**config.mk**
```make
export PLATFORM = sky130hd
export DESIGN_NAME = uart_tx_sched_flat
export DESIGN_NICKNAME = d
export VERILOG_FILES = /design/src/rtl/uart_tx_sched_if.sv /design/src/rtl/uart_tx_sched.sv /design/src/flat_wrapper.sv
export SDC_FILE = /design/constraint.sdc
export NUM_CORES = 1
export LEC_CHECK = 0
export ABC_AREA = 1
export BUFFER_PORTS_ARGS = -buffer_cell sky130_fd_sc_hd__buf_4
export CAP_MARGIN = 15
export CORE_MARGIN = 4
export CORE_UTILIZATION = 50
export DETAILED_ROUTE_END_ITERATION = 8
export PLACE_DENSITY = 0.79
export SYNTH_ARGS = -nofsm -noshare
export SYNTH_HDL_FRONTEND = slang
export SYNTH_SLANG_ARGS = --single-unit
```
**constraint.sdc**
```tcl
create_clock -name clk -period 2.5 [get_ports clk]
set_input_delay 0.25 -clock clk [delete_from_list [all_inputs] [get_ports clk]]
set_output_delay 0.25 -clock clk [all_outputs]
set_load 0.01 [all_outputs]
```
**src/rtl/uart_tx_sched_if.sv**
```systemverilog
// Requester and uart_tx side of the transmit scheduler, bundled as one interface.
// The master modport is the scheduler. The slave modport is the environment:
// the requesters together with the uart_tx done flag.
interface uart_tx_sched_if #(
  parameter int N_REQ = 4,
  parameter int D_W   = 8
);
  logic [N_REQ-1:0]     req_valid;
  logic [N_REQ*D_W-1:0] req_data;
  logic [N_REQ-1:0]     req_last;
  logic [N_REQ-1:0]     req_ready;
  logic [D_W-1:0]       tx_byte;
  logic                 tx_start;
  logic                 tx_done;

  modport master (
    input  req_valid, req_data, req_last, tx_done,
    output req_ready, tx_byte, tx_start
  );

  modport slave (
    output req_valid, req_data, req_last, tx_done,
    input  req_ready, tx_byte, tx_start
  );
endinterface

```
**src/rtl/uart_tx_sched.sv**
```systemverilog
// Round-robin scheduler sharing one uart_tx between N_REQ byte requesters.
// A grant is held across a multi-byte frame until the requester flags its last byte.
// A watchdog aborts a transmission whose done edge never arrives.
module uart_tx_sched #(
  parameter  int N_REQ       = 4,
  parameter  int D_W         = 8,
  parameter  int TIMEOUT_CYC = 4096,
  localparam int IDW         = $clog2(N_REQ),
  localparam int WDW         = $clog2(TIMEOUT_CYC)
) (
  input  logic                  clk,
  input  logic                  rst_n,
  uart_tx_sched_if.master       bus,
  output logic                  busy,
  output logic [IDW-1:0]        grant_id,
  output logic                  timeout_err
);

  typedef enum logic [1:0] {S_IDLE, S_START, S_WAIT, S_LOCK} state_e;

  state_e           state_q, state_d;
  logic [IDW-1:0]   rr_q, rr_d;
  logic [IDW-1:0]   grant_q, grant_d;
  logic             lock_q, lock_d;
  logic [WDW-1:0]   wd_q, wd_d;
  logic [D_W-1:0]   byte_q, byte_d;
  logic             tx_done_q;

  logic [D_W-1:0]   req_bytes [N_REQ];
  logic             pick_vld;
  logic [IDW-1:0]   pick_id;
  logic [IDW-1:0]   cand;
  logic [IDW-1:0]   next_rr;
  logic             done_edge;
  logic             wd_expired;
  logic [N_REQ-1:0] ready;

  // Slice the flat data bus into one byte per requester.
  for (genvar g = 0; g < N_REQ; g++) begin : g_bytes
    assign req_bytes[g] = bus.req_data[g*D_W +: D_W];
  end

  // Only a rising edge of the level done flag completes a byte. A done flag
  // that is already high when WAIT is entered does not count as completion.
  assign done_edge  = bus.tx_done && !tx_done_q;
  assign wd_expired = (wd_q == WDW'(TIMEOUT_CYC - 1));
  assign next_rr    = (grant_q == IDW'(N_REQ - 1)) ? '0 : grant_q + 1'b1;

  // Pick the first valid requester at or after the rr pointer, wrapping around.
  always_comb begin
    pick_vld = 1'b0;
    pick_id  = rr_q;
    cand     = '0;
    for (int k = 0; k < N_REQ; k++) begin
      cand = IDW'((int'(rr_q) + k) % N_REQ);
      if (!pick_vld && bus.req_valid[cand]) begin
        pick_vld = 1'b1;
        pick_id  = cand;
      end
    end
  end

  // State register plus the datapath registers that travel with it.
  // tx_done is sampled every cycle so that edge detection is valid on WAIT entry.
  always_ff @(posedge clk or negedge rst_n) begin
    if (!rst_n) begin
      state_q   <= S_IDLE;
      rr_q      <= '0;
      grant_q   <= '0;
      lock_q    <= 1'b0;
      wd_q      <= '0;
      byte_q    <= '0;
      tx_done_q <= 1'b0;
    end else begin
      state_q   <= state_d;
      rr_q      <= rr_d;
      grant_q   <= grant_d;
      lock_q    <= lock_d;
      wd_q      <= wd_d;
      byte_q    <= byte_d;
      tx_done_q <= bus.tx_done;
    end
  end

  // Next-state logic. It covers arbitration, frame locking and the watchdog.
  always_comb begin
    state_d = state_q;
    rr_d    = rr_q;
    grant_d = grant_q;
    lock_d  = lock_q;
    wd_d    = wd_q;
    byte_d  = byte_q;
    case (state_q)
      S_IDLE: begin
        if (pick_vld) begin
          byte_d  = req_bytes[pick_id];
          grant_d = pick_id;
          lock_d  = ~bus.req_last[pick_id];
          state_d = S_START;
        end
      end
      S_START: begin
        wd_d    = '0;
        state_d = S_WAIT;
      end
      S_WAIT: begin
        wd_d = wd_q + 1'b1;
        if (done_edge) begin
          if (lock_q) begin
            state_d = S_LOCK;
          end else begin
            rr_d    = next_rr;
            state_d = S_IDLE;
          end
        end else if (wd_expired) begin
          lock_d  = 1'b0;
          rr_d    = next_rr;
          state_d = S_IDLE;
        end
      end
      S_LOCK: begin
        if (bus.req_valid[grant_q]) begin
          byte_d  = req_bytes[grant_q];
          lock_d  = ~bus.req_last[grant_q];
          state_d = S_START;
        end
      end
      default: state_d = S_IDLE;
    endcase
  end

  // Output decode. The ready strobe is combinational so a byte is taken in the cycle it is offered.
  always_comb begin
    ready       = '0;
    bus.tx_start = 1'b0;
    timeout_err = 1'b0;
    busy        = (state_q != S_IDLE);
    case (state_q)
      S_IDLE:  if (pick_vld) ready[pick_id] = 1'b1;
      S_START: bus.tx_start = 1'b1;
      S_WAIT:  timeout_err = wd_expired && !done_edge;
      S_LOCK:  ready[grant_q] = bus.req_valid[grant_q];
      default: ready = '0;
    endcase
  end

  assign bus.req_ready = ready;
  assign bus.tx_byte   = byte_q;
  assign grant_id      = grant_q;

endmodule
```
**src/flat_wrapper.sv**
```systemverilog
// flat-port wrapper written by rule: the top's interface ports become plain ports
module uart_tx_sched_flat 
#(
  parameter  int N_REQ       = 4,
  parameter  int D_W         = 8,
  parameter  int TIMEOUT_CYC = 4096,
  localparam int IDW         = $clog2(N_REQ),
  localparam int WDW         = $clog2(TIMEOUT_CYC)
)
  (clk, rst_n, busy, grant_id, timeout_err, bus_req_valid, bus_req_data, bus_req_last, bus_tx_done, bus_req_ready, bus_tx_byte, bus_tx_start);
  uart_tx_sched_if #(.N_REQ(N_REQ), .D_W(D_W)) bus_i ();
  input  logic clk;
  input  logic rst_n;
  output logic busy;
  output logic [IDW-1:0] grant_id;
  output logic timeout_err;
  input wire logic [$bits(bus_i.req_valid)-1:0] bus_req_valid;
  input wire logic [$bits(bus_i.req_data)-1:0] bus_req_data;
  input wire logic [$bits(bus_i.req_last)-1:0] bus_req_last;
  input wire logic [$bits(bus_i.tx_done)-1:0] bus_tx_done;
  output wire logic [$bits(bus_i.req_ready)-1:0] bus_req_ready;
  output wire logic [$bits(bus_i.tx_byte)-1:0] bus_tx_byte;
  output wire logic [$bits(bus_i.tx_start)-1:0] bus_tx_start;
  assign bus_i.req_valid = bus_req_valid;
  assign bus_i.req_data = bus_req_data;
  assign bus_i.req_last = bus_req_last;
  assign bus_i.tx_done = bus_tx_done;
  assign bus_req_ready = bus_i.req_ready;
  assign bus_tx_byte = bus_i.tx_byte;
  assign bus_tx_start = bus_i.tx_start;
  uart_tx_sched #(.N_REQ(N_REQ), .D_W(D_W), .TIMEOUT_CYC(TIMEOUT_CYC)) u_core (.clk(clk), .rst_n(rst_n), .bus(bus_i), .busy(busy), .grant_id(grant_id), .timeout_err(timeout_err));
endmodule
```
==> results.txt <==
----------------------------------------------------
[Status]
  Status ... finished, final reports clean

[Placement]
  Number of cells after detailed placement ... 547
  Routability Congestion ... 0.866
  HPWL after detailed placement ... 5.48 mm
  Count of buffers from port buffering ... 59
  Placed cell areas ... 0.00315 mm^2

[Floorplan]
  Placement row count ... 26
  I/O pin count ... 60
  Starting density of the core ... 52.0%
  Die width ... 81.1 um
  Die height ... 81.1 um
  Placeable core region ... 0.00514 mm^2
  Die Outline Area ... 0.00658 mm^2

[Pwr]
  Internal cell power ... 2180 uW
  Power spent charging and discharging nets ... 2590 uW
  Power density of the placed cells ... 1400 mW/mm^2
  Share of total power in the clock network ... 7.3%
  Fraction of power consumed by combinational cells ... 77.3%
  Proportion of power drawn by flip-flops and latches ... 15.5%
  Largest vdd supply drop ... 0.000627 V
  Static leakage power ... 0.00176 uW
  Share of total power consumed by net switching ... 54.3%

[Worst hold path]
  Path category of the worst min-delay check ... in -> reg
  Hold Path Stages ... 1

[Synth]
  Summed instance area of the synthesized netlist ... 0.00268 mm^2
  Cell variety after synth ... 35
  Dominant cells by area after synthesis ... sky130_fd_sc_hd__dfrtp_1 26%, sky130_fd_sc_hd__nand2_1 20%, sky130_fd_sc_hd__o21ai_0 6.7%
  Number of synthesis warnings ... 0
  Post-synth top area share ... 26.2%
  Post-Synthesis Cells ... 426
  Area leader, netlist ... sky130_fd_sc_hd__dfrtp_1
  Sequential fraction of the synthesis area ... 26.2%
  Flip-flop and latch count after synthesis ... 28
  Mapped Nets ... 478
  Synthesized area per cell ... 6.28 um^2

[STA]
  Clock tree skew after final layout ... 4.15 ps
  Tmin final ... 2450 ps
  Tcrit/Tclk final ... 97.8%
  Max_slew headroom ... 69.6%
  Final-report hold violation count ... 0
  TNS Setup ... 0 ps
  Setup violation total in the final timing report ... 0
  Peak Freq ... 409 MHz
  Measured slew at the worst slew-check pin ... 454 ps
  Number of pins with negative max-slew slack in the final report ... 0

[Setup path]
  Critical path capture point type ... output pin
  R2r worst-path depth ... 15
  Start-to-end type of the worst setup path ... reg -> out
  CP startpoint kind ... flop
  Data required time at the worst endpoint ... 2250 ps
  Arrival time at the worst endpoint ... 2200 ps
  Reg2reg setup slack ... 170 ps
  Max Fanout on Critical Path ... 13

[GRT]
  Vias in the first global route ... 2679
  Maximum number of pins on one net before global-route repair ... 29
  Total congestion overflow after global routing ... 0
  Number of antenna violations at the first check in global routing ... 0
  Total routing usage reported by global routing ... 22.5%
  First-pass GRT wire length ... 12.0 mm

[Route]
  Number of vias in the routed layout ... 2978
  WL per Instance ... 13.7 um
  Detailed router's first-iteration violation count ... 198
  Total wire length ... 7.70 mm
  Antenna Nets Post-Route ... 0
  TritonRoute pass-1 iters ... 4
  Final routed DRC violation total ... 0
  Vias per inst ... 5.29

[CTS]
  Number of CTS-inserted buffers ... 3
  Post-CTS clock slew at the launch and capture registers of the worst setup and hold paths ... 90 ps
  Clock root buffer ... sky130_fd_sc_hd__clkbuf_8
  Clock sink count ... 28
  H-tree depth ... 1
  Clock tree from TritonCTS ... done
  CTS Buffer Depth ... 2
  Worst-skew pair later-pin latency ... 270 ps

[Final layout]
  Area of all placed cells without fillers ... 0.00341 mm^2
  Antenna cell count ... 0
  Synthesis-to-finish area growth ... 27.4%
  Fraction of layout cells with a size suffix above 1 ... 27.0%
  Number of fillers in the final layout ... 473
  Total Nets Final ... 546
  Core Util, Final ... 66.3%
  Post-route non-filler standard cell count ... 563

[Run]
  Count of maximum capacitance violations ... 0

----------------------------------------------------
repair_timing:
item / CTS / global route
pin swaps: 0 / 10
buffers inserted: 0 / 9
endpoints found under the setup margin: 4 / 4
resized for setup: 4 / 21
cloned: 0 / 2
hold endpoints to repair: 28 / 0
hold buffers: 1 / 0
Yosys cell counts, drive strengths merged:
| cell type | number |
|---|---|
| nand2 | 160 |
| o21ai | 46 |
| nor2 | 42 |
| inv | 39 |
| nand3 | 33 |
| dfrtp | 28 |
| a21oi | 27 |
| buf | 9 |
| ha | 9 |
| nor3 | 9 |
| clkbuf | 7 |
| nand4 | 4 |
| o22ai | 4 |
| and3 | 2 |
| clkinv | 2 |
| nand3b | 1 |
| nor3b | 1 |
| nor4 | 1 |
| o21a | 1 |
| xor2 | 1 |
worst max-delay path: stages, from the launching register on:
cell and delay (ps):
sky130_fd_sc_hd__dfrtp_2 450, sky130_fd_sc_hd__buf_6 140, sky130_fd_sc_hd__nand2_1 60, sky130_fd_sc_hd__nand2_1 130
sky130_fd_sc_hd__nand2_1 130, sky130_fd_sc_hd__nand2_4 110, sky130_fd_sc_hd__nand2_2 60, sky130_fd_sc_hd__nand2_1 70
sky130_fd_sc_hd__nand2_2 60, sky130_fd_sc_hd__nand2_4 100, sky130_fd_sc_hd__nand2_8 100, sky130_fd_sc_hd__nor2_4 100
sky130_fd_sc_hd__nand2_1 60, sky130_fd_sc_hd__a21oi_1 170, sky130_fd_sc_hd__buf_4 160
routing by layer:
metal  GRT usage, %  wire (um)  up-vias
li1               -          -     1502
met1           29.7       3310     1365
met2           39.8       3950      101
met3           2.22        377       10
met4           4.73         58        0
met5              0          0        -
worst paths after layout:
check | start | to
min reg2reg | u_core.bus.tx_byte[5] | u_core.bus.tx_byte[5]
min | bus_tx_done | u_core.tx_done_q
max in group asynchronous | rst_n | u_core.rr_q[1]
min in group asynchronous | rst_n | u_core.bus.tx_byte[7]
max | u_core.rr_q[0] | bus_req_ready[1]
max reg2reg | u_core.rr_q[0] | u_core.bus.tx_byte[4]
logic make-up after synthesis:
kind of cell | after synthesis | synth area share [%]
simple gates | 253 | 42.9
compound gates | 78 | 16.4
buf+inv | 57 | 9.92
flops | 28 | 26.2
fa+ha+maj | 9 | 4.21
xor+xnor | 1 | 0.327
sequential cells by signal (all words and copies together), names as in the netlist:
| register | cells |
|---|---|
| u_core.bus.tx_byte | 8 |
| u_core.grant_id | 2 |
| u_core.lock_q | 1 |
| u_core.rr_q | 2 |
| u_core.state_q | 2 |
| u_core.tx_done_q | 1 |
| u_core.wd_q | 12 |
per-stage QoR:
step                worst slack [ps]  power (uW)  hold WS [ps]
CTS                             25.8        4350          84.3
floorplan                        517        3210         -45.6
global route                   -55.8        5230          83.4
global placement                 272        3890           185
finish                          54.3        4770          89.5
detailed placement               196        3950           193
power by group through the flow:
stage	clock network, uW	logic, uW	registers (uW)
floorplan	0	2480	727
global placement	0	3160	729
detailed placement	0	3220	733
CTS	361	3260	728
global route	382	4090	751
finish	348	3690	738
layout make-up:
type	instances	area [um^2]	area share, %
multi-input cells	341	1780	52.3
repair inverters	1	5.00	0.147
clock inverters	1	30.0	0.881
well taps	70	87.6	2.57
clock buffers	3	41.3	1.21
flip-flops and latches	28	703	20.6
repair buffers	78	596	17.5
inverters	41	161	4.74
placed cells by master (no fill, tap or decap), drive strengths merged, types with 9 or more instances in the layout:
cell,instances
nand2,160
buf,77
o21ai,46
nor2,42
inv,38
nand3,33
dfrtp,28
a21oi,27
nor3,9
ha,9
Power figures use the tool's default switching activity.
